**src/rtl/if_id_seg_queue.sv**
```systemverilog
// IF->ID fetch queue: DEPTH-entry FIFO feeding a registered output segment.
// An empty queue with ID free bypasses straight into the output register, so the latency matches a plain IF/ID register.
module if_id_seg_queue #(
  parameter int DATA_W = 34,
  parameter int DEPTH  = 4
) (
  input  logic                       clk,
  input  logic                       rst,
  input  logic                       push_valid,
  input  logic [DATA_W-1:0]          push_data,
  output logic                       push_ready,
  input  logic                       bubbleD,
  input  logic                       flushD,
  output logic [DATA_W-1:0]          out_data,
  output logic                       out_valid,
  output logic [$clog2(DEPTH+1)-1:0] count
);
  localparam int PW = $clog2(DEPTH);
  localparam int CW = $clog2(DEPTH+1);
  localparam logic [CW-1:0] DEPTH_C = CW'(DEPTH);

  logic [DATA_W-1:0] r_mem [DEPTH];
  logic [PW-1:0]     r_head;
  logic [PW-1:0]     r_tail;
  logic [CW-1:0]     r_count;
  logic [DATA_W-1:0] r_out_data;
  logic              r_out_valid;

  logic w_push_acc;
  logic w_nonempty;
  logic w_pop;
  logic w_bypass;
  logic w_store;

  // Ready is purely occupancy based; a same-cycle pop does not open a slot.
  assign push_ready = (r_count < DEPTH_C);
  assign w_push_acc = push_valid && push_ready && !flushD;
  assign w_nonempty = (r_count != '0);
  assign w_pop      = !flushD && !bubbleD && w_nonempty;
  assign w_bypass   = !bubbleD && !w_nonempty && w_push_acc;
  assign w_store    = w_push_acc && !w_bypass;

  always_ff @(posedge clk) begin
    if (w_store && !rst) begin
      r_mem[r_tail] <= push_data;
    end
  end

  always_ff @(posedge clk) begin
    if (rst || flushD) begin
      r_head  <= '0;
      r_tail  <= '0;
      r_count <= '0;
    end else begin
      if (w_store) begin
        r_tail <= r_tail + 1'b1;
      end
      if (w_pop) begin
        r_head <= r_head + 1'b1;
      end
      case ({w_store, w_pop})
        2'b10:   r_count <= r_count + 1'b1;
        2'b01:   r_count <= r_count - 1'b1;
        default: r_count <= r_count;
      endcase
    end
  end

  // Flush outranks a stall here, unlike the old segment register.
  always_ff @(posedge clk) begin
    if (rst || flushD) begin
      r_out_data  <= '0;
      r_out_valid <= 1'b0;
    end else if (!bubbleD) begin
      if (w_nonempty) begin
        r_out_data  <= r_mem[r_head];
        r_out_valid <= 1'b1;
      end else if (w_push_acc) begin
        r_out_data  <= push_data;
        r_out_valid <= 1'b1;
      end else begin
        r_out_data  <= '0;
        r_out_valid <= 1'b0;
      end
    end
  end

  assign out_data  = r_out_data;
  assign out_valid = r_out_valid;
  assign count     = r_count;
endmodule

```
**config.mk**
```make
export PLATFORM = sky130hd
export DESIGN_NAME = if_id_seg_queue
export DESIGN_NICKNAME = d
export VERILOG_FILES = /design/src/rtl/if_id_seg_queue.sv
export SDC_FILE = /design/constraint.sdc
export NUM_CORES = 1
export LEC_CHECK = 0
export ABC_CLOCK_PERIOD_IN_PS = 2200
export BUFFER_PORTS_ARGS = -buffer_cell sky130_fd_sc_hd__buf_2
export CAP_MARGIN = 20
export CORE_ASPECT_RATIO = 0.75
export CORE_MARGIN = 3
export CORE_UTILIZATION = 52
export CTS_CLUSTER_SIZE = 40
export DETAILED_ROUTE_END_ITERATION = 7
export PLACE_DENSITY = 0.75
export RECOVER_POWER = 25
export SYNTH_ARGS = -nofsm -noshare
export SYNTH_HDL_FRONTEND = slang
export SYNTH_SLANG_ARGS = --single-unit
```
**constraint.sdc**
```tcl
create_clock -name clk -period 2.2 [get_ports clk]
set_clock_uncertainty 0.2 [all_clocks]
set_input_delay 0.22 -clock clk [delete_from_list [all_inputs] [get_ports clk]]
set_output_delay 0.22 -clock clk [all_outputs]
set_load 0.05 [all_outputs]
```
==> Yosys cells after proc, flatten, opt, wreduce, memory -nomap -nowiden <==
Memory sizes are Yosys's and may differ from the RTL's. A register that Yosys moved wholly into a read port is not among the register bits.
Index checks and enable logic that the tools add are counted.
{ "word_totals": {"register_bits": 42, "ram_bits": 136, "inputBits": 39, "output_inout_bits": 39, "wordCells": 38, "memories": 1} }
{ "op_classes": {"add_sub_neg": 4, "order_cmp": 1, "eq_ne": 2, "mux": 9, "reduce_logical": 16} }
{ "memory_table": {"columns": ["name", "words", "word_bits", "rd", "rd_clocked_by_memory_dff", "write_ports", "line", "source"], "rows": [
  ["r_mem", 4, 34, 1, 1, 1, "22", "logic [DATA_W-1:0] r_mem [DEPTH];"]
]} }
{ "op_table": {"columns": ["op", "count"], "rows": [
  ["34-bit two-way mux", 2],
  ["1-bit logical AND", 8],
  ["3-bit one-hot mux with 2 select lines", 1],
  ["1-bit logical NOT", 5],
  ["2-bit by 1-bit adder with 2-bit output, second input constant", 2],
  ["1-bit two-way mux", 4],
  ["2-bit two-way mux", 2],
  ["3-bit by 1-bit adder with 3-bit output, second input constant", 1],
  ["3-bit < comparator, second input constant", 1],
  ["3-bit nonzero test", 1],
  ["3-bit by 1-bit subtractor with 3-bit output, second input constant", 1],
  ["2-bit by 1-bit equality test with 1-bit output, second input constant", 1],
  ["2-bit equality test, second input constant", 1],
  ["2-bit nonzero test", 1],
  ["1-bit logical OR", 1]
]} }

==> Logic depth before layout (Yosys ltp) <==
{ "depth": {"depth_word": 9, "mapped_depth": 11} }

==> Worst setup path after synthesis <==
OpenSTA, ideal clock, no wires.
{ "synth_path": {"path_type": "reg2reg", "start": "reg r_count[0] (netlist: count[0])", "end": "mem r_mem[0][0], enable pin", "setup_time_ns": 0.394, "arrival_ns": 2.189, "required_ns": 1.606, "slack_ns": -0.583, "path_stages_with_launch": 4, "n_path_buf": 0, "synth_period_minus_slack_ns": 2.783, "path_cell_list": "dfxtp_1 nor3_1 nor4_1 and2_1"} }
{ "synth_between": {"elab_chain_cells": 9} }
{ "synth_rtl": {"columns": ["element", "line", "source"], "rows": [
  ["from (decl)", "25", "logic [CW-1:0] r_count;"],
  ["from (signal assigned)", "62", "2'b10: r_count <= r_count + 1'b1;"],
  ["from (signal assigned)", "63", "2'b01: r_count <= r_count - 1'b1;"],
  ["from (signal assigned)", "64", "default: r_count <= r_count;"],
  ["3-bit < comparator or 3-bit nonzero test (tied branches)", "36, 38", null],
  ["1-bit logical AND or 1-bit logical NOT (tied branches)", "37, 40", null],
  ["1-bit logical AND, on equally long branches", "37, 40", null],
  ["1-bit logical AND", "40", "assign w_bypass = !bubbleD && !w_nonempty && w_push_acc;"],
  ["1-bit logical NOT", "41", "assign w_store = w_push_acc && !w_bypass;"],
  ["1-bit logical AND (*)", "41", null],
  ["1-bit logical AND (*)", "44", "if (w_store && !rst) begin"],
  ["1-bit two-way mux (*)", "44", null],
  ["1-bit two-way mux (not written as such) (*)", "45", "r_mem[r_tail] <= push_data;"],
  ["to (decl)", "22", null]
]} }
Mark *: on every way between the ends. The rest lies on a longest branch, timed or not.

==> Final worst setup path <==
{ "layout_path": {"start": "reg r_count[0] (netlist: count[0])", "end": "reg r_count[2] (netlist: count[2])"} }
{ "layout_rtl": {"columns": ["element", "line", "source"], "rows": [
  ["3-bit nonzero test (*)", "38", "assign w_nonempty = (r_count != '0);"],
  ["1-bit logical AND (*)", "39", "assign w_pop = !flushD && !bubbleD && w_nonempty;"],
  ["named net w_pop", "31", "logic w_pop;"],
  ["2-bit by 1-bit equality test with 1-bit output or 2-bit equality test (tied branches)", "61", "case ({w_store, w_pop})"],
  ["3-bit one-hot mux with 2 select lines or 2-bit nonzero test (tied branches)", null, null]
]} }
The timed path passes the listed nets; every way through them passes the cells marked *.
A chain may end at the register's enable or synchronous reset.

==> results_dict.tcl <==
set metrics [dict create \
    outcome "complete, no violations" \
    cp.arrival_ns 2.30 \
    drv_slew 0 \
    critPathMaxFanout 4 \
    via_per_inst 5.89 \
    synth_warnings 0 \
    rsz0062_at_grt "true" \
    vias 4183 \
    p_sw_frac 0.222 \
    worstHoldPathType "input pin to flip-flop" \
    leakage_nw 2.89 \
    die_w_um 141 \
    slew_headroom 0.642 \
    p_comb_frac 0.051 \
    ant_nets 0 \
    numCtsBuffers 17 \
    hold_violations 0 \
    port_buffers 77 \
    synth_nets 446 \
    path_buf_inv 2 \
    synthesis.area_sq_um 7100 \
    post_cts_buffers 0 \
    cp-startpoint "count[0]$_SDFFE_PP0P_" \
    grt_max_degree 43 \
    tightest_slew_ns 0.538 \
    synth_seq_cells 180 \
    crit_chain "buf_4 -> nor3_4 -> nor3_2 -> ha_2 -> inv_2 -> fa_2 -> xor2_1 -> or3_1 -> a21oi_1" \
    yosysUniqueCellTypes 30 \
    setup_viol 0 \
    pwr-share-clk 0.404 \
    dp_hpwl_um 8740 \
    ys_seq_area_frac 0.699 \
    setup.worst_path.start_class "flip-flop" \
    crit_family "adder cells" \
    internal_power_mw 5.26 \
    drtIter0Drc 347 \
    path_clk_slew_ns 0.07 \
    worst_ep_required_time_ns 2.34 \
    drc 0 \
    max_freq_mhz 462 \
    ios 78 \
    cp-end-kind "flip-flop" \
    wl_per_cell_um 21.0 \
    cp_slowest_cell "dfxtp_2" \
    dpl_cell_area_sq_um 7830 \
    worstSetupPathType "flip-flop to flip-flop" \
    layout.nets 571 \
    multi_input_area_sq_um 1930 \
    cellPowerDensity_nw_per_um2 777 \
    n_fill_cell 899 \
    fin_hold_ws_ns 0.158 \
    cts_tree "done" \
    htreeDepth 4 \
    grt_pass1_vias 4319 \
    slowest_delay_ns 0.34 \
    die_h_um 107 \
    gp_congestion 0.818 \
    regArea_sq_um 4970 \
    clock-root-buffer "clkbuf_16" \
    drive_above_1_share 0.291 \
    grt_overflow 0 \
    start_util 0.540 \
    p_sw_mw 1.50 \
    dr.pass1.iters 5 \
    synth.avg_cell_area_sq_um 17.7 \
    antenna_found_initial 0 \
    drt_wl_total_um 14900 \
    grt_first_pass_wirelength_um 23500 \
    syn_inst 401 \
    maxCapViolations 0 \
    hp-start "push_valid" \
    core_sq_um 13200 \
    fin_crit_ns 2.16 \
    diodes 0 \
    clock_latency_ns 0.41 \
    cts_buffer_depth 2 \
    clkSinkCount 180 \
    rows 36 \
    final_area_sq_um 8700 \
    grtUsageTotal 0.207 \
    reg2reg_from "count[0]$_SDFFE_PP0P_" \
    vdd_ir_drop_max_v 0.000590 \
    seqPwrFrac 0.545 \
    synthToLayoutAreaGrowth_pct 22.6 \
    finalCritPeriodShare 0.984 \
    dieArea_sq_um 15100 \
]
power by group through the flow:
stage / clock (mW) / sequential [mW] / combinational [mW]
after floorplan: 0 / 3.80 / 0.119
after global placement: 0 / 3.76 / 0.283
after detailed placement: 0 / 3.76 / 0.296
after CTS: 2.78 / 3.68 / 0.348
after global routing: 2.94 / 3.68 / 0.373
final: 2.74 / 3.68 / 0.345
flip-flops by register name, summed over array words and instances, names as in the netlist, named ones only:
name	count
r_mem	136
out_data	34
count	3
r_head	2
out_valid	1
r_tail	2
cell usage after synthesis:
master     count  area [sq um]
or2_0          1          6.26
inv_1          7          26.3
a32oi_1        8          70.1
a21oi_1        8          40.0
xor2_1         2          17.5
buf_6          9           101
clkinv_1       1          3.75
clkbuf_1      11          41.3
dfxtp_1       44           881
a41oi_1       26           228
nor2b_1        9          56.3
mux4_2        34           766
nor3_1         2          10.0
nand2b_1       1          6.26
o2bb2ai_1     34           298
buf_2          7          35.0
nor4_1         1          6.26
and2_1        30           188
or4_1          2          15.0
buf_1          4          15.0
clkbuf_2       1          5.00
edfxtp_1     136          4080
nor3_4         2          32.5
or4b_1         1          10.0
o21ai_0        3          15.0
or3_1          3          18.8
nor2_1         5          18.8
ha_1           5          62.6
fa_1           1          20.0
o31ai_1        3          22.5
logic make-up after synthesis:
kind of cell             count (synthesis)  synth area share
AO/OA/AOI/OAI                           82            0.0948
multiplexers                            34             0.108
flip-flops                             180             0.699
buffers and inverters                   40            0.0321
AND/OR/NAND/NOR                         57            0.0518
adder cells (fa/ha/maj)                  6            0.0116
XOR/XNOR                                 2           0.00247
path summary, 6_finish.rpt:
| check | to | slack, ns | depth (start not counted) |
|---|---|---|---|
| worst min-delay path | r_tail[1]$_SDFFE_PP0P_ | 0.16 | 5 |
| worst min register to register | flip-flop | 0.29 | 2 |
| worst max-delay path | count[2]$_SDFFE_PP0P_ | 0.04 | 9 |
| worst max register to register | count[2]$_SDFFE_PP0P_ | 0.04 | 9 |
layer usage:
metal | vias to the layer above | track usage | routed length (um)
met1 | 2120 | 0.286 | 6400
met5 | - | 0 | 0
met3 | 16 | 0.0450 | 888
met4 | 0 | 0.0588 | 170
li1 | 1891 | - | -
met2 | 156 | 0.337 | 7430
repair_timing:
| item | CTS | global route |
|---|---|---|
| setup endpoints to repair | 0 | 2 |
| hold buffers | 37 | 0 |
| resized for setup | 0 | 2 |
| endpoints found under the hold margin | 149 | 0 |
metrics by stage:
stage | power [mW] | util | setup WS [ns] | TNS (ns) | std cells
final | 6.76 | 0.662 | 0.0352 | 0 | 710
after global routing | 6.99 | 0.662 | -0.0459 | -0.0459 | 710
after CTS | 6.81 | 0.663 | 0.00308 | 0 | 710
after detailed placement | 4.05 | 0.595 | -0.0203 | -0.0203 | 641
after global placement | 4.04 | 0.595 | 0.0900 | 0 | 641
after floorplan | 3.92 | - | -0.181 | -0.236 | 401
cell type report:
cell class / instances / area share
Clock buffer: 18 / 0.0493
Tap cell: 171 / 0.0246
Timing Repair Buffer: 138 / 0.117
Multi-Input combinational cell: 181 / 0.222
Inverter: 8 / 0.00345
Clock inverter: 14 / 0.0116
Sequential cell: 180 / 0.571
cells in the final DEF, fill, tap and decap left out, types with 4 or more instances in the layout:
master | Yosys | routed
dfxtp_2 | 0 | 4
mux4_2 | 34 | 34
nor2_1 | 5 | 5
nor2b_1 | 9 | 8
inv_1 | 7 | 6
clkbuf_16 | 0 | 17
and2_2 | 0 | 4
o2bb2ai_1 | 34 | 34
and2_1 | 30 | 26
dfxtp_1 | 44 | 39
inv_6 | 0 | 5
buf_4 | 0 | 14
ha_1 | 5 | 4
dlygate4sd3_1 | 0 | 37
a41oi_1 | 26 | 26
buf_12 | 0 | 9
a21oi_1 | 8 | 8
a32oi_1 | 8 | 8
clkbuf_1 | 11 | 26
buf_2 | 7 | 52
edfxtp_1 | 136 | 136
worst min-delay path, delay by kind of cell:
kind                   cells  cell delay, ns
AO/OA/AOI/OAI              1            0.06
buffers and inverters      2            0.25
AND/OR/NAND/NOR            2            0.20
No activity file was read; power rests on OpenSTA's default activity.
